--- config.mk ---
export PLATFORM = sky130hd
export DESIGN_NAME = rf_write_arbiter
export DESIGN_NICKNAME = d
export VERILOG_FILES = /design/src/rtl/rf_write_arbiter.sv
export SDC_FILE = /design/constraint.sdc
export NUM_CORES = 1
export LEC_CHECK = 0
export CORE_UTILIZATION = 41
export DETAILED_ROUTE_END_ITERATION = 12
export PLACE_DENSITY_LB_ADDON = 0.12
export SYNTH_ARGS = -nofsm -noshare
export SYNTH_HDL_FRONTEND = slang
export SYNTH_SLANG_ARGS = --single-unit
--- constraint.sdc ---
create_clock -name CLK -period 4.2 [get_ports CLK]
set_clock_uncertainty 0.05 [all_clocks]
set_input_delay 0.84 -clock CLK [delete_from_list [all_inputs] [get_ports CLK]]
set_output_delay 0.84 -clock CLK [all_outputs]
set_load 0.03 [all_outputs]
--- src/rtl/rf_write_arbiter.sv ---
// rf_write_arbiter: round-robin arbiter sharing the register-set write port; registered one-hot write controls.
// Optional macro RF_WR_R0_PROTECT_EN suppresses writes to register 0 and flags them on r0_viol_o.
module rf_write_arbiter #(
  parameter int W_width = 32,
  parameter int NREQ    = 3
) (
  input  logic                    CLK,
  input  logic                    RST,
  input  logic [NREQ-1:0]         req_valid_i,
  input  logic [NREQ*3-1:0]       req_addr_i,
  input  logic [NREQ*W_width-1:0] req_data_i,
  output logic [NREQ-1:0]         req_ready_o,
  input  logic                    hold_i,
  output logic                    regWrite_o,
  output logic [7:0]              decOut_o,
  output logic [W_width-1:0]      writeData_o,
  output logic [2:0]              grant_id_o,
`ifdef RF_WR_R0_PROTECT_EN
  output logic                    r0_viol_o,
`endif
  output logic                    busy_o
);
  logic [2:0]         ptr_q, ptr_d;
  logic               wr_q, wr_d;
  logic [7:0]         dec_q, dec_d;
  logic [W_width-1:0] wdata_q, wdata_d;
  logic [2:0]         gid_q, gid_d;
  logic [NREQ-1:0]    gnt;
  logic [2:0]         gnt_idx;
  logic [2:0]         sel_addr;
  logic               found;
  logic               wr_ok;
  int                 idx;
  always_comb begin
    gnt     = '0;
    gnt_idx = '0;
    found   = 1'b0;
    idx     = 0;
    for (int k = 0; k < NREQ; k++) begin
      idx = (int'(ptr_q) + k >= NREQ) ? int'(ptr_q) + k - NREQ : int'(ptr_q) + k;
      if (!found && req_valid_i[idx] && !hold_i && RST) begin
        found     = 1'b1;
        gnt[idx]  = 1'b1;
        gnt_idx   = 3'(idx);
      end
    end
  end
  assign sel_addr = req_addr_i[3*int'(gnt_idx) +: 3];
`ifdef RF_WR_R0_PROTECT_EN
  logic viol_q, viol_d;
  assign wr_ok     = sel_addr != 3'd0;
  assign viol_d    = viol_q | (found & ~wr_ok);
  assign r0_viol_o = viol_q;
`else
  assign wr_ok = 1'b1;
`endif
  always_comb begin
    ptr_d   = found ? ((gnt_idx == 3'(NREQ-1)) ? 3'd0 : gnt_idx + 3'd1) : ptr_q;
    wr_d    = found & wr_ok;
    dec_d   = (found && wr_ok) ? 8'd1 << sel_addr : 8'h00;
    wdata_d = found ? req_data_i[W_width*int'(gnt_idx) +: W_width] : wdata_q;
    gid_d   = found ? gnt_idx : gid_q;
  end
  always_ff @(posedge CLK or negedge RST) begin
    if (!RST) begin
      ptr_q   <= '0;
      wr_q    <= 1'b0;
      dec_q   <= 8'h00;
      wdata_q <= '0;
      gid_q   <= '0;
`ifdef RF_WR_R0_PROTECT_EN
      viol_q  <= 1'b0;
`endif
    end else begin
      ptr_q   <= ptr_d;
      wr_q    <= wr_d;
      dec_q   <= dec_d;
      wdata_q <= wdata_d;
      gid_q   <= gid_d;
`ifdef RF_WR_R0_PROTECT_EN
      viol_q  <= viol_d;
`endif
    end
  end
  assign req_ready_o = gnt;
  assign busy_o      = |(req_valid_i & ~gnt);
  assign regWrite_o  = wr_q;
  assign decOut_o    = dec_q;
  assign writeData_o = wdata_q;
  assign grant_id_o  = gid_q;
endmodule

==> results.yml <==
outcome:
  status: "finished, final reports clean"
place:
  dp.cells: 653
  dpl-instance-area_sq_mm: 0.00509
  pre_cts_ws_ps: -19.0
  portBuffers: 158
  hpwlAfterDp_mm: 8.33
  place.gp.congestion: 0.842
global_routing:
  grt_remaining_overflow: 0
  grt.total_usage_pct: 27.1
  grt_pass1_wl_mm: 17.7
  antenna_found_initial: 0
  grt_pass1_vias: 3627
  grt_max_degree: 48
detailed_routing:
  viasPerCell: 5.47
  drt_iter0_markers: 115
  final_antenna_net_count: 0
  via_count: 3633
  routedWlPerCell_um: 16.8
  drc: 0
  firstDrtPassIters: 4
  wl_mm: 11.2
clocking:
  numCtsBuffers: 5
  clk_latency_ps: 290
  cts_sinks: 47
  cts-root-buf: "clkbuf_8"
  clock_path_buffers: 2
  cts_hold_buffers: 0
  htreeDepth: 2
  path_clk_slew_ps: 90
  cts_tree: "built"
pwr:
  seqPwrFrac_pct: 18.9
  swShare_pct: 47.8
  p_clk_share_pct: 9.9
  p_per_area_mw_per_mm2: 751
  p_comb_share_pct: 71.2
  peakVddDrop_v: 0.000309
  internal_power_mw: 2.08
  p_leak_nw: 2.39
  net-switching-power_mw: 1.91
  p_total_mw: 3.99
floorplanning:
  start_util_pct: 42.5
  dieWidth_um: 91.5
  die-area_sq_mm: 0.00836
  die_h_um: 91.5
  rows: 32
  pin_count: 159
  coreArea_sq_mm: 0.00773
yosys:
  synth_cell_types: 57
  async_flop_share_pct: 100
  syn_inst: 392
  yosysWarnings: 0
  syn_avg_cell_area_sq_um: 8.37
  synth_area_sq_mm: 0.00328
  synthesis.nets: 516
  ys_seq_area_share_pct: 35.9
  synth_edf_count: 0
  yosys_register_bits: 47
  synth_top_flop_cell: "dfrtp_1"
critical_path:
  startpoint_type: "flop"
  worstPathArrival_ps: 3250
  crit_chain: "ha_2 -> inv_1 -> ha_4 -> buf_4 -> or4b_4 -> nand3_1 -> a211oi_2 -> nor2_1 -> and3_1 -> a221oi_2 -> buf_4 -> a211o_1 -> buf_6"
  r2r-start: "ptr_q[1]"
  path_max_fanout: 4
  slowest_delay_ps: 550
  crit_slowest_cell: "or4b_4"
  ff2ff_path_depth: 12
  critPathKind: "reg -> out"
  cp_top_family: "simple AND/OR/NAND/NOR gates"
  crit_top_cell: "buf_4"
  worst-path-buf-inv: 4
  critPathCaptureType: "output pin"
  worstPathRequired_ps: 3310
  crit_cells: 13
  reg2reg_to: "decOut_o[7]"
  ff2ff_setup_slack_ps: 630
final_layout:
  design_area_sq_mm: 0.00531
  antenna_cells: 0
  final_net_count: 685
  drive_above_1_share_pct: 12.8
  final_cells: 664
  fillCellCount: 675
  mostFrequentLayoutCells: "clkdlybuf4s50_1 (153), nand2_1 (50), nor2_1 (48)"
  syn_to_final_growth_pct: 61.7
  layout_commonest_cell: "clkdlybuf4s50_1"
timing:
  max_clock_freq_mhz: 241
  worst_slack_ps: 56.7
  max-slew-margin-rel_pct: 60.0
  fin_crit_ps: 4140
  fin_hold_ws_ps: 431
  report.final.slew_viol_count: 0
  post-route-period-util_pct: 98.6
  setup_violations: 0
  final-hold-violation-count: 0
  rsz0062_at_grt: "yes"
  worst_pin_slew_ps: 599
min_path:
  worstHoldPathCells: 2
  worstHoldStart: "writeData_o[6]"
  hold_end: "writeData_o[6]"
  hold_class: "reg -> reg"
job:
  drv_cap: 0
[metal layers]
metal | up-vias | wire, um | global-route usage (%)
li1 | 1756 | - | -
met1 | 1727 | 4540 | 31.6
met2 | 130 | 5600 | 47.2
met3 | 20 | 796 | 8.12
met4 | 0 | 231 | 8.73
met5 | - | 0 | 0
[state kept, by name (all words and copies together) (netlist names)]
signal	count
decOut_o	8
writeData_o	32
regWrite_o	1
ptr_q	3
grant_id_o	3
[area by class of cell]
class	instances	area [sq um]	area share, %
sequential	47	1180	22.2
timing repair buffer	189	1800	34.0
clock buffer	6	72.6	1.37
clock inverter	2	60.1	1.13
inverter	10	37.5	0.707
multi-input combinational	308	2030	38.3
tap	102	128	2.41
[Yosys cell counts (3+ instances only)]
| library cell | number | share of area (%) |
|---|---|---|
| a21o_1 | 34 | 7.8 |
| a21oi_1 | 42 | 6.4 |
| and3_1 | 7 | 1.3 |
| buf_2 | 10 | 1.5 |
| clkbuf_1 | 15 | 1.7 |
| dfrtp_1 | 47 | 36 |
| ha_1 | 13 | 5.0 |
| inv_1 | 10 | 1.1 |
| nand2_1 | 50 | 5.7 |
| nand2b_1 | 4 | 0.76 |
| nand3_1 | 6 | 0.92 |
| nor2_1 | 48 | 5.5 |
| nor2b_1 | 4 | 0.76 |
| nor3_1 | 4 | 0.61 |
| nor4_1 | 5 | 0.95 |
| o221ai_1 | 3 | 0.80 |
| o31ai_1 | 32 | 7.3 |
| or3_1 | 3 | 0.57 |
[logic make-up after synthesis]
group	synth area share (%)
fa+ha+maj	4.96
mux	0.953
compound gates	31.9
flops	35.9
buf+inv	5.07
xor+xnor	1.03
simple gates	20.2
[stage by stage]
stage               TNS (ps)  utilization (%)
finish                     0             68.7
global placement           0             65.9
detailed placement     -19.0             65.9
global route            -113             68.7
floorplan                  0                -
CTS                        0             68.4
[power groups by stage]
stage | clock network (mW) | logic [mW] | registers, mW
floorplan | 0 | 1.37 | 1.10
detailed placement | 0 | 2.74 | 0.761
global route | 0.417 | 3.07 | 0.778
global placement | 0 | 2.71 | 0.752
finish | 0.393 | 2.84 | 0.754
CTS | 0.398 | 2.82 | 0.755
[worst reg2reg max path, stage by stage (launching register included)]
cell and delay [ps]:
dfrtp_1 420, ha_2 210, inv_1 100, ha_4 230
buf_4 150, or4b_4 550, nand3_1 140, a211oi_2 90
buf_4 160, or3_1 470, a21oi_4 510, buf_4 290
nor4_1 80
[what timing repair did]
action,4_1_cts,5_1_grt
gates resized for setup,12,10
cloned,0,0
hold endpoints to repair,0,0
buffers inserted,2,1
setup endpoints to repair,3,3
pin swaps,2,7
[worst max path at each step]
stage | startpoint | slack [ps] | to
after global placement | req_valid_i[0] | 30 | req_ready_o[0]
after detailed placement | req_valid_i[0] | -20 | req_ready_o[0]
final | ptr_q[1] | 60 | busy_o
after CTS | ptr_q[2] | 10 | busy_o
after floorplan | ptr_q[0] | 150 | busy_o
after global routing | ptr_q[1] | -110 | busy_o
(Power assumes the default switching activity.)
